===== src/rtl/alu_result_accumulator_if.sv =====
// Valid/ready bundle between the ALU stage, the accumulator and the batch
// record consumer. The slave modport is the accumulator's view.
interface alu_result_accumulator_if #(
  parameter int WIDTH     = 3,
  parameter int N_ACC     = 4,
  parameter int ACC_WIDTH = 8
) ();
  localparam int CW = $clog2(N_ACC + 1);

  logic                 in_valid;
  logic                 in_ready;
  logic [WIDTH-1:0]     in_result;
  logic                 in_cout;
  logic                 flush;
  logic                 out_valid;
  logic                 out_ready;
  logic [ACC_WIDTH-1:0] out_sum;
  logic [CW-1:0]        out_carries;
  logic [CW-1:0]        out_count;
  logic                 out_overflow;

  modport master (
    output in_valid, in_result, in_cout, flush, out_ready,
    input  in_ready, out_valid, out_sum, out_carries, out_count, out_overflow
  );

  modport slave (
    input  in_valid, in_result, in_cout, flush, out_ready,
    output in_ready, out_valid, out_sum, out_carries, out_count, out_overflow
  );
endinterface


===== src/rtl/alu_result_accumulator.sv =====
// Sums N_ACC ALU results (or fewer, on flush) into a wider accumulator, counts
// carry-outs and beats, and presents one registered batch record per batch.
module alu_result_accumulator #(
  parameter int WIDTH     = 3,
  parameter int N_ACC     = 4,
  parameter int ACC_WIDTH = 8
) (
  input logic clk,
  input logic rst_n,
  alu_result_accumulator_if.slave bus
);
  localparam int CW = $clog2(N_ACC + 1);

  typedef enum logic {ACCUM, HOLD} state_t;

  state_t               state;
  state_t               state_next;

  logic [ACC_WIDTH-1:0] acc;
  logic [CW-1:0]        carries;
  logic [CW-1:0]        count;
  logic                 overflow;

  logic [ACC_WIDTH-1:0] out_sum_q;
  logic [CW-1:0]        out_carries_q;
  logic [CW-1:0]        out_count_q;
  logic                 out_overflow_q;

  logic                 accept;
  logic                 close;
  logic [ACC_WIDTH:0]   sum_ext;
  logic [ACC_WIDTH-1:0] acc_new;
  logic [CW-1:0]        carries_new;
  logic [CW-1:0]        count_new;
  logic                 overflow_new;

  // Post-update totals for this cycle, batch-close decision and next state
  always_comb begin
    state_next   = state;
    accept       = (state == ACCUM) && bus.in_valid;
    sum_ext      = {1'b0, acc} + (ACC_WIDTH + 1)'(bus.in_result);
    acc_new      = accept ? sum_ext[ACC_WIDTH-1:0] : acc;
    overflow_new = overflow | (accept & sum_ext[ACC_WIDTH]);
    carries_new  = carries + CW'(accept & bus.in_cout);
    count_new    = count + CW'(accept);
    close        = (state == ACCUM) &&
                   ((accept && (count_new == CW'(N_ACC))) ||
                    (bus.flush && (count_new != '0)));
    case (state)
      ACCUM: if (close) state_next = HOLD;
      HOLD:  if (bus.out_ready) state_next = ACCUM;
      default: state_next = ACCUM;
    endcase
  end

  // State register
  always_ff @(posedge clk) begin
    if (!rst_n) state <= ACCUM;
    else        state <= state_next;
  end

  // Running totals clear when a batch closes; the record registers load them
  always_ff @(posedge clk) begin
    if (!rst_n) begin
      acc            <= '0;
      carries        <= '0;
      count          <= '0;
      overflow       <= 1'b0;
      out_sum_q      <= '0;
      out_carries_q  <= '0;
      out_count_q    <= '0;
      out_overflow_q <= 1'b0;
    end else if (close) begin
      acc            <= '0;
      carries        <= '0;
      count          <= '0;
      overflow       <= 1'b0;
      out_sum_q      <= acc_new;
      out_carries_q  <= carries_new;
      out_count_q    <= count_new;
      out_overflow_q <= overflow_new;
    end else begin
      acc            <= acc_new;
      carries        <= carries_new;
      count          <= count_new;
      overflow       <= overflow_new;
    end
  end

  assign bus.in_ready     = (state == ACCUM);
  assign bus.out_valid    = (state == HOLD);
  assign bus.out_sum      = out_sum_q;
  assign bus.out_carries  = out_carries_q;
  assign bus.out_count    = out_count_q;
  assign bus.out_overflow = out_overflow_q;
endmodule


===== src/flat_wrapper.sv =====
// flat-port wrapper written by rule: the top's interface ports become plain ports
module alu_result_accumulator_flat 
#(
  parameter int WIDTH     = 3,
  parameter int N_ACC     = 4,
  parameter int ACC_WIDTH = 8
)
  (clk, rst_n, bus_in_valid, bus_in_result, bus_in_cout, bus_flush, bus_out_ready, bus_in_ready, bus_out_valid, bus_out_sum, bus_out_carries, bus_out_count, bus_out_overflow);
  alu_result_accumulator_if #(.WIDTH(WIDTH), .N_ACC(N_ACC), .ACC_WIDTH(ACC_WIDTH)) bus_i ();
  input logic clk;
  input logic rst_n;
  input wire logic [$bits(bus_i.in_valid)-1:0] bus_in_valid;
  input wire logic [$bits(bus_i.in_result)-1:0] bus_in_result;
  input wire logic [$bits(bus_i.in_cout)-1:0] bus_in_cout;
  input wire logic [$bits(bus_i.flush)-1:0] bus_flush;
  input wire logic [$bits(bus_i.out_ready)-1:0] bus_out_ready;
  output wire logic [$bits(bus_i.in_ready)-1:0] bus_in_ready;
  output wire logic [$bits(bus_i.out_valid)-1:0] bus_out_valid;
  output wire logic [$bits(bus_i.out_sum)-1:0] bus_out_sum;
  output wire logic [$bits(bus_i.out_carries)-1:0] bus_out_carries;
  output wire logic [$bits(bus_i.out_count)-1:0] bus_out_count;
  output wire logic [$bits(bus_i.out_overflow)-1:0] bus_out_overflow;
  assign bus_i.in_valid = bus_in_valid;
  assign bus_i.in_result = bus_in_result;
  assign bus_i.in_cout = bus_in_cout;
  assign bus_i.flush = bus_flush;
  assign bus_i.out_ready = bus_out_ready;
  assign bus_in_ready = bus_i.in_ready;
  assign bus_out_valid = bus_i.out_valid;
  assign bus_out_sum = bus_i.out_sum;
  assign bus_out_carries = bus_i.out_carries;
  assign bus_out_count = bus_i.out_count;
  assign bus_out_overflow = bus_i.out_overflow;
  alu_result_accumulator #(.WIDTH(WIDTH), .N_ACC(N_ACC), .ACC_WIDTH(ACC_WIDTH)) u_core (.clk(clk), .rst_n(rst_n), .bus(bus_i));
endmodule

===== config.mk =====
export PLATFORM = sky130hd
export DESIGN_NAME = alu_result_accumulator_flat
export DESIGN_NICKNAME = d
export VERILOG_FILES = /design/src/rtl/alu_result_accumulator_if.sv /design/src/rtl/alu_result_accumulator.sv /design/src/flat_wrapper.sv
export SDC_FILE = /design/constraint.sdc
export NUM_CORES = 1
export LEC_CHECK = 0
export BUFFER_PORTS_ARGS = -buffer_cell sky130_fd_sc_hd__clkbuf_2
export CAP_MARGIN = 20
export CORE_UTILIZATION = 53
export CTS_CLUSTER_DIAMETER = 120
export DETAILED_ROUTE_END_ITERATION = 16
export GPL_TIMING_DRIVEN = 0
export PLACE_DENSITY = 0.87
export SLEW_MARGIN = 10
export SYNTH_ARGS = -nofsm -noshare
export SYNTH_HDL_FRONTEND = slang
export SYNTH_SLANG_ARGS = --single-unit

===== constraint.sdc =====
create_clock -name clk -period 2.5 [get_ports clk]
set_input_delay 0.125 -clock clk [delete_from_list [all_inputs] [get_ports clk]]
set_output_delay 0.125 -clock clk [all_outputs]
set_load 0.01 [all_outputs]

==> results of run 1 <==
layout make-up:
class | instances | area (um^2)
Timing Repair Buffer | 25 | 130
Buffer | 7 | 51.3
Clock buffer | 6 | 51.3
Fill cell | 221 | 843
Clock inverter | 2 | 35.0
Multi-Input combinational cell | 93 | 677
Sequential cell | 31 | 622
Tap cell | 30 | 37.5
Inverter | 8 | 30.0
logic make-up after synthesis:
family	share of synthesized area, %
adders and majority gates	6.90
DFF	45.0
xor gates and xnor gates	6.26
and+or+nand+nor	20.0
muxes	0.726
buffers and inverters	5.90
AOI/OAI and AO/OA	15.2
layer usage:
metal  vias to the layer above  wire length [um]  global-route usage (%)
li1                        554                 -                       -
met1                       523              1270                    29.7
met2                        24              1420                    37.3
met3                         8               130                    9.77
met4                         0                61                    11.8
met5                         -                 0                       0
worst paths after layout:
path	start	to	depth (start not counted)
hold reg to reg	u_core.bus.out_sum[5]	u_core.bus.out_sum[5]	2
hold / removal	rst_n	u_core.bus.out_sum[2]	3
setup reg to reg	u_core.bus.out_valid	u_core.bus.out_carries[2]	8
setup / recovery	u_core.bus.out_valid	u_core.bus.out_carries[2]	8
power groups by stage:
stage / Combinational, mW / Sequential, mW / Clock, mW
after floorplan: 0.141 / 0.546 / 0
after global placement: 0.190 / 0.542 / 0
after detailed placement: 0.197 / 0.544 / 0
after CTS: 0.201 / 0.533 / 0.427
after global routing: 0.221 / 0.536 / 0.444
final: 0.200 / 0.533 / 0.420
critical path, delay by kind of cell (launching register included):
family / cells / cell delay (ns)
AOI/OAI and AO/OA: 3 / 0.65
adders and majority gates: 1 / 0.32
buffers and inverters: 1 / 0.22
DFF: 1 / 0.40
and+or+nand+nor: 3 / 0.66
Yosys cell counts (2+ instances only):
library cell and instances:
nand2_1 14, nor4_1 2, nor3_2 8, buf_6 3, o22ai_1 12, xnor2_1 4, inv_1 8, a32o_1 2
xor2_1 4, nor3_1 6, o21ai_0 2, and2_1 3, and3_1 3, dfxtp_1 31, nor2b_1 2, a21oi_1 4
nor2_1 3, ha_1 6, buf_2 2
registers in the layout, indices dropped and copies added, names as in the netlist:
register and flops:
u_core.acc 8, u_core.bus.out_carries 3, u_core.bus.out_count 3, u_core.bus.out_overflow 1, u_core.bus.out_sum 8, u_core.bus.out_valid 1, u_core.carries 3, u_core.count 3
u_core.overflow 1
stage by stage:
step	power, mW	hold slack, ns	util [%]	cells
2_1_floorplan	0.687	0.217	-	139
3_3_place_gp	0.732	0.302	62.0	193
3_5_place_dp	0.742	0.316	62.0	193
4_1_cts	1.16	0.115	65.9	202
5_1_grt	1.20	0.123	66.0	202
6_report	1.15	0.129	66.0	202
repair_timing:
item | CTS | global route
endpoints found under the setup margin | 0 | 10
setup buffers | 0 | 0
gates resized for setup | 0 | 1
hold buffers | 1 | 0
hold endpoints to repair | 1 | 0
==> flow_summary.yaml, run 1 <==
power:
  swShare_pct: 27.7
  clkPwrFrac_pct: 36.4
  p_leak_nw: 0.695
  power_frac_comb_pct: 17.4
  seq_power_share_pct: 46.2
  power_density_nw_per_um2: 706
  irDropWorstVdd_mv: 0.558
  power_switching_mw: 0.319
  internal_power_mw: 0.834
finish:
  final_nets: 187
  mostFrequentLayoutCells: "30 x dfxtp_1, 24 x clkbuf_2, 14 x nand2_1"
  final_common_cell: "dfxtp_1"
  antenna_cells: 0
  syn_to_final_growth_pct: 18.5
  drive_gt1_share_pct: 30.2
  final_area_um2: 1630
timing:
  slew_viol_final: 0
  max_slew_margin_pct: 56.0
  finClkSkew_ns: 0.0103
  clock.fmax_mhz: 433
  rsz0062_at_grt: "no"
  setup_viol: 0
  worst_slack_ns: 0.190
  post-route-period-util_pct: 92.4
  hold_violations: 0
  tightest_slew_ns: 0.660
  fin_tns_setup_ns: 0
  post-route-min-period_ns: 2.31
global_routing:
  first_global_vias: 1024
  gr-total-overflow: 0
  gr-usage-all-layers_pct: 24.5
  grt_pass1_wl_um: 4710
  grt_max_degree: 11
  antenna_found_initial: 0
yosys:
  synth_cell_type_count: 39
  ys_seq_area_share_pct: 45.0
  yosys.area.top_type: "dfxtp_1"
  syn_inst: 139
  yosysWarningCount: 0
  synth_area_um2: 1380
  ys_async_sr_fraction_pct: 0
  synth_edf_count: 0
  synth_ff_type: "dfxtp_1"
  synth_top_area_share_pct: 45.0
  ys_seq_elements: 31
  synthTopCellsByArea: "dfxtp_1 45%, nor3_2 5.8%, ha_1 5.4%"
  synth_fp_nets: 155
  synth_area_per_cell_um2: 9.92
clocking:
  cts_tree: "built"
  clkLatencyLatePin_ns: 0.34
  clkTransAtPathRegs_ns: 0.10
  cts.sinks: 31
  numCtsBuffers: 5
  cts-htree-levels: 2
  clock_tree.root_cell: "clkbuf_4"
  clockBufferDepth: 2
setup_path:
  worstPathCellList: "and2b_1 -> and2_1 -> ha_1 -> nand3b_1 -> a211oi_2 -> o21ai_2 -> buf_2 -> o22ai_1"
  endpoint_kind: "flop"
  critPathMaxStageDelay_ns: 0.40
  crit_slowest_cell: "dfxtp_2"
  path_class: "reg2reg"
  cp_data_required_time_ns: 2.78
  start_kind: "flop"
  rrSetupSlack_ns: 0.19
  critPathArrivalTime_ns: 2.59
  cp_max_fo: 10
die:
  start_util_pct: 55.7
  core_area_um2: 2480
  io_pins: 26
  dieArea_um2: 2810
  die-width_um: 53.0
  rows: 18
  die_y_um: 53.0
placed_design:
  post-place-ws_ns: 0.165
  gp_congestion: 0.815
  dp_hpwl_um: 2090
  place_area_um2: 1540
  io_buffer_count: 24
min_path:
  hold_class: "in2reg"
flow_run:
  maxCapViolations: 0
route:
  drc: 0
  drt-wirelength-per-cell_um: 14.3
  drt_iter0_drc: 34
  via_per_inst: 5.49
  wirelength_um: 2880
  drtPass1Iterations: 4
  route.vias.total: 1109
  postRouteAntennaNets: 0
outcome:
  status: "complete, no violations"
No activity file was read; power rests on OpenSTA's default activity.
==> inputs of run 2 (changes only) <==
- ABC_AREA: unset -> 1
- CORE_UTILIZATION: 53 -> 54
- PLACE_DENSITY: 0.87 -> 0.88
==> run 2 against run 1 <==
Net effect:
- combinational power increased by 15%
- area after synthesis rose by 4.4%
- sequential share of layout area shrank 0.79 points
- largest power group unchanged
- highest routed layer unchanged
==> flow_summary.yaml, run 2 <==
setup_path:
  cp_max_fo: 10
  reg2reg_to: "u_core.acc[3]"
  start_kind: "flop"
  r2r.worst_path.cells: 10
  cp_data_required_time_ns: 2.77
  critPathArrivalTime_ns: 2.19
  endpoint_kind: "flop"
  r2r_start: "u_core.bus.out_valid"
  rrSetupSlack_ns: 0.58
  path_class: "reg2reg"
power:
  swShare_pct: 32.6
  seq_power_share_pct: 51.2
  internal_power_mw: 0.707
  clkPwrFrac_pct: 26.9
  power_frac_comb_pct: 21.9
  total_power_mw: 1.05
  power_switching_mw: 0.342
  p_leak_nw: 0.893
  irDropWorstVdd_mv: 0.487
  power_density_nw_per_um2: 630
die:
  core_area_um2: 2500
  io_pins: 26
  die_y_um: 53.6
  dieArea_um2: 2880
  rows: 18
  start_util_pct: 57.6
  die-width_um: 53.6
finish:
  drive_gt1_share_pct: 20.4
  antenna_cells: 0
  mostFrequentLayoutCells: "54 x nand2_1, 31 x dfxtp_1, 28 x inv_1"
  fin_util_pct: 66.6
  syn_to_final_growth_pct: 15.6
  final_nets: 241
  final_common_cell: "nand2_1"
clocking:
  cts-htree-levels: 2
  cts_tree: "built"
  cts.sinks: 31
  clkTransAtPathRegs_ns: 0.10
  numCtsBuffers: 5
  cts_setup_buffers: 0
  clock_tree.root_cell: "clkbuf_4"
  clkLatencyLatePin_ns: 0.34
  clockBufferDepth: 2
min_path:
  holdPathStages: 3
  hp-start: "rst_n"
  hold_class: "in2reg"
  min_to: "u_core.overflow"
route:
  wirelength_um: 2810
  drt-wirelength-per-cell_um: 11.0
  drt_iter0_drc: 21
  postRouteAntennaNets: 0
  drc: 0
  route.vias.total: 1277
  via_per_inst: 4.99
  drtPass1Iterations: 4
yosys:
  syn_inst: 192
  yosys-top-cells-count: "54 x nand2_1, 31 x dfxtp_1, 28 x inv_1"
  yosysWarningCount: 0
  ys_seq_elements: 31
  yosysMostFrequentCell: "nand2_1"
  synth_edf_count: 0
  ys_seq_area_share_pct: 43.1
  synth_area_um2: 1440
  synthTopCellsByArea: "dfxtp_1 43%, nand2_1 14%, nand3_1 8.7%"
  synth_top_area_share_pct: 43.1
  synth_ff_type: "dfxtp_1"
  synth_fp_nets: 208
  synth_area_per_cell_um2: 7.50
  yosys.area.top_type: "dfxtp_1"
  synth_cell_type_count: 25
  ys_async_sr_fraction_pct: 0
timing:
  max_slew_margin_pct: 70.8
  hold_violations: 0
  tightest_slew_ns: 0.438
  fin_tns_setup_ns: 0
  finClkSkew_ns: 0.00764
  post-route-period-util_pct: 76.8
  post-route-min-period_ns: 1.92
  slew_viol_final: 0
  rsz0062_at_grt: "no"
  clock.fmax_mhz: 521
  setup_viol: 0
placed_design:
  dp_hpwl_um: 2050
  gp_congestion: 0.753
  io_buffer_count: 25
flow_run:
  maxCapViolations: 0
outcome:
  status: "complete, no violations"
global_routing:
  gr-total-overflow: 0
  first_global_vias: 1068
  grt_max_degree: 11
  gr-usage-all-layers_pct: 22.2
  grt_pass1_wl_um: 4400
  antenna_found_initial: 0
run 2: cell count changes after synthesis, moves of 6 or more:
| cell | delta |
|---|---|
| nor3_1 | -6 |
| nor3_2 | -8 |
| nand2_1 | +40 |
| nand3_1 | +24 |
| o22ai_1 | -10 |
| inv_1 | +20 |
| nor2_1 | +12 |
run 2: worst max path at each step:
stage,from,end,slack [ns],cells after the start
floorplan,u_core.bus.out_valid,u_core.bus.out_count[1],0.77,9
global placement,u_core.bus.out_valid,u_core.acc[3],0.67,9
detailed placement,u_core.bus.out_valid,u_core.acc[3],0.65,10
CTS,u_core.bus.out_valid,u_core.acc[3],0.57,10
global route,u_core.bus.out_valid,u_core.acc[3],0.45,13
finish,u_core.bus.out_valid,u_core.acc[3],0.58,10
run 2: worst max-delay path, cell delays in order (launching register included):
cell and delay [ns]:
dfxtp_1 0.41, inv_4 0.08, nand3_2 0.12, inv_1 0.06, ha_1 0.35, nor2_1 0.18
nand2_2 0.10, nand3_4 0.14, nand2_2 0.12, buf_6 0.17, a21oi_1 0.12
run 2: power groups by stage:
stage,registers (mW),clock network (mW),logic [mW]
2_1_floorplan,0.553,0,0.159
3_3_place_gp,0.547,0,0.221
3_5_place_dp,0.548,0,0.227
4_1_cts,0.537,0.289,0.231
5_1_grt,0.541,0.310,0.257
6_report,0.537,0.282,0.230
run 2: timing repair:
action                                 4_1_cts  5_1_grt
resized for setup                            0        0
endpoints found under the hold margin        1        0
hold buffers                                 1        0
run 2: stage by stage:
step | instances | setup WS, ns | hold slack [ns] | cell area, um^2
floorplan | 192 | 0.768 | 0.239 | 1440
global placement | 247 | 0.674 | 0.339 | 1600
detailed placement | 247 | 0.646 | 0.349 | 1600
CTS | 256 | 0.573 | 0.112 | 1670
global route | 256 | 0.448 | 0.131 | 1670
finish | 256 | 0.580 | 0.121 | 1670
run 2: area by class of cell:
| cell class | instances | area, um^2 |
|---|---|---|
| clock inverter | 3 | 15.0 |
| fill | 221 | 835 |
| timing repair buffer | 26 | 135 |
| buffer | 5 | 37.5 |
| sequential | 31 | 621 |
| inverter | 30 | 115 |
| multi-input combinational | 126 | 667 |
| tap | 30 | 37.5 |
| clock buffer | 5 | 37.5 |
run 2: cells by family after synthesis:
family	Yosys count	synth area share [%]
AOI/OAI and AO/OA	12	5.47
xor gates and xnor gates	1	0.608
adders and majority gates	7	6.60
buffers and inverters	35	10.6
DFF	31	43.1
and+or+nand+nor	106	33.6
run 2: metal layers:
| metal | up-vias | global-route usage, % | share of wire (%) |
|---|---|---|---|
| met4 | 0 | 10.5 | 1.9 |
| met3 | 7 | 8.76 | 5.7 |
| met5 | - | 0 | 0 |
| met2 | 27 | 35.2 | 47 |
| met1 | 570 | 26.2 | 46 |
| li1 | 673 | - | - |
